**config.mk**
```make
export PLATFORM = sky130hd
export DESIGN_NAME = multi_line_loader
export DESIGN_NICKNAME = d
export VERILOG_FILES = /design/src/rtl/multi_line_loader.sv
export SDC_FILE = /design/constraint.sdc
export NUM_CORES = 1
export LEC_CHECK = 0
export CAP_MARGIN = 25
export CORE_ASPECT_RATIO = 0.8
export CORE_MARGIN = 2
export CORE_UTILIZATION = 51
export DETAILED_ROUTE_END_ITERATION = 12
export PLACE_DENSITY = 0.84
export REMOVE_ABC_BUFFERS = 1
export SETUP_SLACK_MARGIN = 0.2
export SLEW_MARGIN = 20
export SYNTH_ARGS = -nofsm -noshare
export SYNTH_HDL_FRONTEND = slang
export SYNTH_SLANG_ARGS = --single-unit
```
**constraint.sdc**
```tcl
create_clock -name clk -period 6.85 [get_ports clk]
set_input_delay 0.685 -clock clk [delete_from_list [all_inputs] [get_ports clk]]
set_output_delay 0.685 -clock clk [all_outputs]
set_load 0.02 [all_outputs]
```
**src/rtl/multi_line_loader.sv**
```systemverilog
`default_nettype none
// ============================================================================
// Module  : multi_line_loader
// Brief   : Loads NUM_LINES image rows around a centre row into line buffers,
//           packing narrow input words into OCH_PACK-channel output words and
//           zero-filling rows that fall outside the image.
// Rev     : 1.0
// ============================================================================
module multi_line_loader #(
  parameter int IFM_DATA_NUM   = 4,
  parameter int WI             = 8,
  parameter int OCH_PACK       = 16,
  parameter int NUM_LINES      = 3,
  parameter int RD_LAT         = 1,
  parameter int MAX_IFM_DEPTH  = 16,
  parameter int MAX_LINE_DEPTH = 8,
  localparam int R_DATA_W      = WI * IFM_DATA_NUM,
  localparam int W_DATA_W      = WI * OCH_PACK
) (
  input  logic                      clk,
  input  logic                      rstn,
  input  logic [7:0]                ifm_w,
  input  logic [7:0]                ifm_h,
  input  logic [7:0]                ich,
  input  logic [7:0]                line_idx,
  input  logic                      ap_start,
  output logic                      ap_busy,
  output logic                      ap_done,
  output logic [MAX_IFM_DEPTH-1:0]  r_addr,
  input  logic [R_DATA_W-1:0]       r_data,
  output logic [MAX_LINE_DEPTH-1:0] w_addr,
  output logic [W_DATA_W-1:0]       w_data,
  output logic                      w_en,
  output logic [NUM_LINES-1:0]      w_sel
);

  localparam int P    = OCH_PACK / IFM_DATA_NUM;
  localparam int JW   = (P > 1) ? $clog2(P) : 1;
  localparam int KW   = (NUM_LINES > 1) ? $clog2(NUM_LINES) : 1;
  localparam int HALF = (NUM_LINES - 1) / 2;
  localparam logic [JW-1:0] J_LAST = JW'(P - 1);
  localparam logic [KW-1:0] K_LAST = KW'(NUM_LINES - 1);

  typedef enum logic [2:0] {IDLE, SETUP, READ, DRAIN, ZERO, NEXT, DONE} state_t;

  state_t                    state_q, state_d;
  logic [7:0]                w_q, w_d, h_q, h_d, ich_q, ich_d, li_q, li_d;
  logic [KW-1:0]             k_q, k_d;
  logic [MAX_IFM_DEPTH-1:0]  base_q, base_d;
  logic [15:0]               rcnt_q, rcnt_d;
  logic [15:0]               wcnt_q, wcnt_d;
  logic [RD_LAT:0]           v_q, v_d;
  logic [JW-1:0]             j_q, j_d;
  logic [7:0]                rp_q, rp_d;
  logic [W_DATA_W-1:0]       pk_q, pk_d;
  logic [MAX_IFM_DEPTH-1:0]  r_addr_q, r_addr_d;
  logic [MAX_LINE_DEPTH-1:0] w_addr_q, w_addr_d;
  logic [W_DATA_W-1:0]       w_data_q, w_data_d;
  logic                      w_en_q, w_en_d;
  logic [NUM_LINES-1:0]      w_sel_q, w_sel_d;
  logic                      busy_q, busy_d, done_q, done_d;

  logic [7:0]  w_rpp;
  logic [8:0]  w_cg;
  logic [15:0] w_rd_total, w_zr_total;
  logic [8:0]  w_y;
  logic        w_y_ok, w_issue, w_pix_end, w_grp_end;

  assign w_rpp      = ich_q / 8'(IFM_DATA_NUM);
  assign w_cg       = ({1'b0, ich_q} + 9'(OCH_PACK - 1)) / 9'(OCH_PACK);
  assign w_rd_total = 16'(w_q) * 16'(w_rpp);
  assign w_zr_total = 16'(w_q) * 16'(w_cg);
  // 9-bit wrap makes rows above the top read as negative, i.e. padded
  assign w_y        = {1'b0, li_q} - 9'(HALF) + 9'(k_q);
  assign w_y_ok     = !w_y[8] && (w_y[7:0] < h_q);
  assign w_pix_end  = (rp_q == w_rpp - 8'd1);
  assign w_grp_end  = (j_q == J_LAST) || w_pix_end;

  always_comb begin
    state_d  = state_q;
    w_d      = w_q;
    h_d      = h_q;
    ich_d    = ich_q;
    li_d     = li_q;
    k_d      = k_q;
    base_d   = base_q;
    rcnt_d   = rcnt_q;
    wcnt_d   = wcnt_q;
    j_d      = j_q;
    rp_d     = rp_q;
    pk_d     = pk_q;
    r_addr_d = r_addr_q;
    w_addr_d = w_addr_q;
    w_data_d = '0;
    w_en_d   = 1'b0;
    busy_d   = busy_q;
    done_d   = 1'b0;
    w_issue  = 1'b0;

    case (state_q)
      IDLE: begin
        if (ap_start) begin
          w_d     = ifm_w;
          h_d     = ifm_h;
          ich_d   = ich;
          li_d    = line_idx;
          k_d     = '0;
          busy_d  = 1'b1;
          state_d = SETUP;
        end
      end
      SETUP: begin
        rcnt_d = '0;
        wcnt_d = '0;
        j_d    = '0;
        rp_d   = '0;
        pk_d   = '0;
        base_d = MAX_IFM_DEPTH'(w_y[7:0]) * MAX_IFM_DEPTH'(w_rd_total);
        if (w_q == 8'd0 || ich_q == 8'd0) state_d = DONE;
        else if (w_y_ok)                  state_d = READ;
        else                              state_d = ZERO;
      end
      READ: begin
        w_issue  = 1'b1;
        r_addr_d = base_q + MAX_IFM_DEPTH'(rcnt_q);
        rcnt_d   = rcnt_q + 16'd1;
        if (rcnt_q == w_rd_total - 16'd1) state_d = DRAIN;
      end
      DRAIN: begin
        if (v_q == '0) state_d = NEXT;
      end
      ZERO: begin
        if (wcnt_q == w_zr_total) begin
          state_d = NEXT;
        end else begin
          w_en_d   = 1'b1;
          w_addr_d = MAX_LINE_DEPTH'(wcnt_q);
          wcnt_d   = wcnt_q + 16'd1;
        end
      end
      NEXT: begin
        if (k_q == K_LAST) begin
          state_d = DONE;
        end else begin
          k_d     = k_q + KW'(1);
          state_d = SETUP;
        end
      end
      DONE: begin
        done_d  = 1'b1;
        busy_d  = 1'b0;
        state_d = IDLE;
      end
      default: state_d = IDLE;
    endcase

    // Return side: v_q[RD_LAT] marks r_data belonging to an issued address
    v_d = {v_q[RD_LAT-1:0], w_issue};
    if (v_q[RD_LAT]) begin
      pk_d = pk_q;
      pk_d[R_DATA_W*j_q +: R_DATA_W] = r_data;
      if (w_grp_end) begin
        w_en_d   = 1'b1;
        w_data_d = pk_d;
        w_addr_d = MAX_LINE_DEPTH'(wcnt_q);
        wcnt_d   = wcnt_q + 16'd1;
        pk_d     = '0;
        j_d      = '0;
      end else begin
        j_d = j_q + JW'(1);
      end
      rp_d = w_pix_end ? 8'd0 : rp_q + 8'd1;
    end

    w_sel_d = w_en_d ? (NUM_LINES'(1) << k_q) : '0;
  end

  always_ff @(posedge clk or negedge rstn) begin
    if (!rstn) begin
      state_q  <= IDLE;
      w_q      <= '0;
      h_q      <= '0;
      ich_q    <= '0;
      li_q     <= '0;
      k_q      <= '0;
      base_q   <= '0;
      rcnt_q   <= '0;
      wcnt_q   <= '0;
      v_q      <= '0;
      j_q      <= '0;
      rp_q     <= '0;
      pk_q     <= '0;
      r_addr_q <= '0;
      w_addr_q <= '0;
      w_data_q <= '0;
      w_en_q   <= 1'b0;
      w_sel_q  <= '0;
      busy_q   <= 1'b0;
      done_q   <= 1'b0;
    end else begin
      state_q  <= state_d;
      w_q      <= w_d;
      h_q      <= h_d;
      ich_q    <= ich_d;
      li_q     <= li_d;
      k_q      <= k_d;
      base_q   <= base_d;
      rcnt_q   <= rcnt_d;
      wcnt_q   <= wcnt_d;
      v_q      <= v_d;
      j_q      <= j_d;
      rp_q     <= rp_d;
      pk_q     <= pk_d;
      r_addr_q <= r_addr_d;
      w_addr_q <= w_addr_d;
      w_data_q <= w_data_d;
      w_en_q   <= w_en_d;
      w_sel_q  <= w_sel_d;
      busy_q   <= busy_d;
      done_q   <= done_d;
    end
  end

  assign r_addr  = r_addr_q;
  assign w_addr  = w_addr_q;
  assign w_data  = w_data_q;
  assign w_en    = w_en_q;
  assign w_sel   = w_sel_q;
  assign ap_busy = busy_q;
  assign ap_done = done_q;

endmodule
`default_nettype wire
```
==> results of run 1 <==
[synthesized netlist by cell type, drive strengths merged, types with 4 or more instances]
| cell type | count |
|---|---|
| o211ai | 7 |
| or4 | 5 |
| nor2b | 157 |
| a21o | 18 |
| xnor2 | 57 |
| inv | 183 |
| and2 | 98 |
| a21oi | 168 |
| nand4 | 6 |
| mux2i | 8 |
| o31ai | 12 |
| and3 | 23 |
| a41oi | 4 |
| a31oi | 9 |
| nor4b | 4 |
| o22ai | 4 |
| o21a | 11 |
| xor2 | 34 |
| o21ai | 97 |
| o21bai | 8 |
| dfrtp | 383 |
| buf | 39 |
| nor3 | 21 |
| nand2b | 17 |
| nand3 | 37 |
| a22o | 128 |
| nor2 | 176 |
| nand2 | 179 |
| nor4 | 9 |
| or3 | 7 |
| mux2 | 23 |
| ha | 113 |
| o41ai | 5 |
| a211oi | 12 |
| a221oi | 6 |
| or2 | 8 |
| clkbuf | 120 |
| nor3b | 4 |
| fa | 104 |
[final cells by class]
cell class	count	area [sq um]	share of cell area
multi-input cells	1608	12500	0.439
inverters	184	694	0.0245
repair buffers	349	3380	0.119
well taps	603	754	0.0266
clock inverters	19	318	0.0112
flip-flops and latches	383	9590	0.338
clock buffers	57	1160	0.0408
diodes	1	2.50	0.0000882
[worst paths after layout]
kind,from,endpoint,slack [ns],cells after the start
worst max register to register,ich_q[5],base_q[15],-0.15,28
worst max-delay path,ich_q[5],base_q[15],-0.15,28
min in group clk,v_q[0],v_q[1],0.39,0
max in group asynchronous,rstn,base_q[3],5.29,2
worst min register to register,v_q[0],v_q[1],0.39,0
worst min-delay path,rstn,h_q[3],0.16,1
[registers in the layout, indices dropped and copies added (netlist names)]
name / cells
w_addr: 8
rcnt_q: 16
w_q: 8
w_sel: 3
ap_busy: 1
rp_q: 8
j_q: 2
h_q: 8
pk_q: 128
w_data: 128
ap_done: 1
k_q: 2
base_q: 16
li_q: 8
w_en: 1
v_q: 2
r_addr: 16
state_q: 3
wcnt_q: 16
ich_q: 8
[kinds of logic after synthesis]
logic type               share of synthesized area
multiplexers                                0.0149
flip-flops                                   0.421
AND/OR/NAND/NOR                              0.168
XOR/XNOR                                    0.0370
buffers and inverters                       0.0571
adder cells (fa/ha/maj)                      0.153
AO/OA/AOI/OAI                                0.149
[metal layers]
metal / wire (microns) / share of wire
met5: 13 / 0.00020
met4: 2340 / 0.036
met3: 4910 / 0.077
met2: 30200 / 0.47
met1: 26600 / 0.42
[metrics by stage]
step | hold slack (ns) | util
floorplan | 0.346 | -
global placement | 0.359 | 0.588
detailed placement | 0.367 | 0.588
CTS | 0.180 | 0.633
global route | 0.221 | 0.640
finish | 0.164 | 0.640
[worst reg2reg max path: cells and delay by family, from the launching register on]
family | cells | cell delay, ns
DFF | 1 | 0.42
adders and majority gates | 9 | 4.01
and+or+nand+nor | 4 | 0.68
xor gates and xnor gates | 1 | 0.13
AOI/OAI and AO/OA | 6 | 1.01
buffers and inverters | 8 | 0.63
[what timing repair did]
action	4_1_cts	5_1_grt
endpoints found under the setup margin	6	33
buffers inserted	16	8
pin swaps	86	37
hold buffers	0	0
gates resized for setup	97	29
==> qor.yml, run 1 <==
run_status:
  outcome: "complete, but fails checks"
  failed_checks: "setup timing"
floorplan:
  die_area_sq_um: 46400
  design.core.area_sq_um: 44300
  die_h_microns: 193
  io_pins: 225
  fp-row-count: 69
  start_util: 0.514
  die_w_microns: 240
cells_and_area:
  layout-drive-gt1-share: 0.129
  layout_common_cells: "dfrtp_1 (378), clkdlybuf4s50_1 (223), nand2_1 (174), nor2_1 (169), inv_1 (168)"
  final_cells: 3204
  stdcell_area_sq_um: 28400
  area_growth_syn_to_layout_pct: 24.5
  nets: 2851
  fillCellCount: 3352
  final_common_cell: "dfrtp_1"
global_routing:
  grt_pass1_vias: 19100
  grt.total_usage: 0.281
  grt_use_met1: 0.381
  top_usage_layer: "met2"
  antenna_found_initial: 1
  grt_overflow: 0
  grt_pass1_wl_microns: 102000
  grt_use_met3: 0.0514
  grt_use_met2: 0.446
  grt_max_degree: 142
yosys:
  synth_seq_area_share: 0.421
  synth.area.top_cells: "dfrtp_1 (42%), fa_1 (9.1%), ha_1 (6.2%), a22o_1 (4.9%), nor2b_1 (4.3%)"
  synth.largest_area_cell: "dfrtp_1"
  synth.cell_area_sq_um: 22800
  postSynth.asyncResetShare: 1.00
  syn_inst: 2334
  yosysTopAreaCellShare: 0.421
  dominantRegCellSynth: "dfrtp_1"
  yosysUniqueCellTypes: 67
  syn_area_per_cell_sq_um: 9.76
  yosysWarnings: 0
  ys_seq_elements: 383
  synth_enable_flop_cells: 0
clocking:
  path_clk_slew_ns: 0.06
  clkLatencyLatePin_ns: 0.58
  cts_buffers: 41
  clock_path_buffers: 3
  htreeDepth: 2
  clockRootBuffer: "clkbuf_16"
  cts_sinks: 383
  cts_tree: "done"
timing:
  final.setup.tns_ns: -0.291
  slew_headroom: 0.295
  finalWorstSetupSlack_ns: -0.152
  fin_skew_ns: 0.0248
  setup_violations: 3
  hold_viol_final: 0
  slew_violations: 0
  rsz0062_at_grt: "yes"
  layout_worst_path_cycle_share: 1.02
  tightest_slew_ns: 1.05
  fmax_ghz: 0.143
  final.min_clock_period_ns: 7.00
routing:
  first_iter_violations: 1669
  first_pass_iters: 5
  drt-total-wl_microns: 64100
  vias_per_cell: 5.75
  routedWlPerCell_microns: 20.0
  num_vias: 18400
  drc: 0
  ant_nets: 0
worst_setup_path:
  startpoint_type: "register"
  endpoint_kind: "register"
  cp_num_buf_inv: 8
  cp_top_family: "adder cells"
  cp.arrival_ns: 7.45
  required_ns: 7.30
  crit_slowest_cell: "fa_1"
  cpPeakStageDelay_ns: 0.57
  setup.worst_path.class: "reg2reg"
  cp_max_fo: 5
  cpMostUsedCell: "fa_1"
flow_run:
  maxCapViolations: 0
place:
  portBuffers: 224
  place_ws_ns: -0.515
  gp_congestion: 0.955
  dpl_cell_area_sq_um: 26000
  placed_cells: 3097
  hpwlAfterDp_microns: 42400
hold_path:
  hold_path.class: "in2async"
Power of run 1 is left out: the tool's default activity adds up to more than one toggle a clock period on the data nets, which glitch-free logic cannot reach.
==> inputs of run 2 (changes only) <==
Settings changed: CTS_CLUSTER_DIAMETER set to 80, GPL_ROUTABILITY_DRIVEN set to 0.
==> run 2 against run 1 <==
The run still ends with setup timing left. Utilization down 0.61 points. Design area down 0.96%. Setup slack worse by 0.18 ns. Routed wire length up 2.7%.
==> qor.yml, run 2 (synthesized netlist as in run 1, its figures left out) <==
run_status:
  outcome: "complete, but fails checks"
  failed_checks: "setup timing"
place:
  portBuffers: 224
  placed_cells: 3095
  place_ws_ns: -0.682
  hpwlAfterDp_microns: 42900
floorplan:
  die_h_microns: 193
  die_w_microns: 240
  design.core.area_sq_um: 44300
  start_util: 0.514
  fp-row-count: 69
  die_area_sq_um: 46400
  io_pins: 225
flow_run:
  maxCapViolations: 0
timing:
  finalWorstSetupSlack_ns: -0.336
  setup_violations: 4
  tightest_slew_ns: 1.02
  hold_viol_final: 0
  final.min_clock_period_ns: 7.19
  slew_headroom: 0.318
  rsz0062_at_grt: "yes"
  fin_skew_ns: 0.0251
  fmax_ghz: 0.139
  layout_worst_path_cycle_share: 1.05
  slew_violations: 0
worst_setup_path:
  startpoint_type: "register"
  setup.worst_path.class: "reg2reg"
  cp_max_fo: 5
  endpoint_kind: "register"
  rrSetupSlack_ns: -0.34
  crit_slowest_cell: "fa_1"
  cpPeakStageDelay_ns: 0.55
  cpMostUsedCell: "fa_1"
  cp.arrival_ns: 7.63
  required_ns: 7.30
cells_and_area:
  final_cells: 3199
  area_growth_syn_to_layout_pct: 23.3
  layout-drive-gt1-share: 0.119
  post-route-util: 0.634
  nets: 2849
  final_common_cell: "dfrtp_1"
  layout_common_cells: "dfrtp_1 (378), clkdlybuf4s50_1 (223), nand2_1 (175), inv_1 (171), nor2_1 (171)"
clocking:
  cts_sinks: 383
  cts_buffers: 42
  holdBufCountCts: 0
  clock_path_buffers: 3
  path_clk_slew_ns: 0.06
  cts_tree: "done"
  clockRootBuffer: "clkbuf_16"
  htreeDepth: 2
  clkLatencyLatePin_ns: 0.58
routing:
  ant_nets: 0
  first_pass_iters: 6
  first_iter_violations: 1548
  drc: 0
  num_vias: 18900
  routedWlPerCell_microns: 20.6
  vias_per_cell: 5.90
  drt-total-wl_microns: 65800
global_routing:
  grt_max_degree: 158
  grt_use_met3: 0.0587
  grt_pass1_wl_microns: 104000
  grt_overflow: 0
  grt_pass1_vias: 19600
  grt_use_met1: 0.370
  top_usage_layer: "met2"
  grt_use_met2: 0.460
  grt.total_usage: 0.284
  antenna_found_initial: 3
hold_path:
  hold_path.class: "in2async"
## run 2: cell types whose count changed in the layout (fill, tap and decap cells not counted), sizes merged
| cell | previous run | this run |
|---|---|---|
| bufinv | 6 | 1 |
| buf | 126 | 123 |
| inv | 186 | 184 |
| clkinv | 9 | 15 |
| clkinvlp | 2 | 1 |
## run 2: per-stage QoR
step,cell area [sq um],hold WS (ns),TNS [ns]
final,28100,0.189,-0.696
after global routing,28100,0.252,-2.37
after CTS,27900,0.218,-0.0497
after detailed placement,26000,0.360,-1.69
after global placement,26000,0.359,-0.738
after floorplan,22200,0.346,-0.795
## run 2: layout make-up
class,count,area [sq um]
clock buffers,57,1170
well taps,603,754
repair buffers,346,3330
flip-flops and latches,383,9590
clock inverters,17,183
diodes,1,2.50
fillers,3258,16200
inverters,184,691
multi-input cells,1608,12400
## run 2: timing repair
| item | CTS | global route |
|---|---|---|
| buffers inserted | 19 | 7 |
| endpoints found under the setup margin | 6 | 34 |
| gates resized for setup | 79 | 21 |
| cloned | 0 | 0 |
| pin swaps | 72 | 15 |
## run 2: metal layers
metal	up-vias	wire [microns]
met3	214	5240
met2	925	31300
met5	-	16
met1	9474	26500
met4	2	2800
li1	8266	-
## run 2: final timing paths
kind / startpoint / end / depth (start not counted)
worst max-delay path: ich_q[4] / base_q[15] / 26
worst max register to register: ich_q[4] / base_q[15] / 26
min in group clk: v_q[0] / v_q[1] / 0
worst min-delay path: rstn / rcnt_q[5] / 1
worst min register to register: v_q[0] / v_q[1] / 0
max in group asynchronous: rstn / w_data[49] / 2
## run 2: critical path: cells and delay by family (launching register included)
family	cells	cell delay, ns
AOI/OAI and AO/OA	2	0.33
xor gates and xnor gates	8	1.65
adders and majority gates	8	3.71
buffers and inverters	4	0.44
DFF	1	0.44
and+or+nand+nor	4	0.48
Power of run 2 is left out for the same reason.
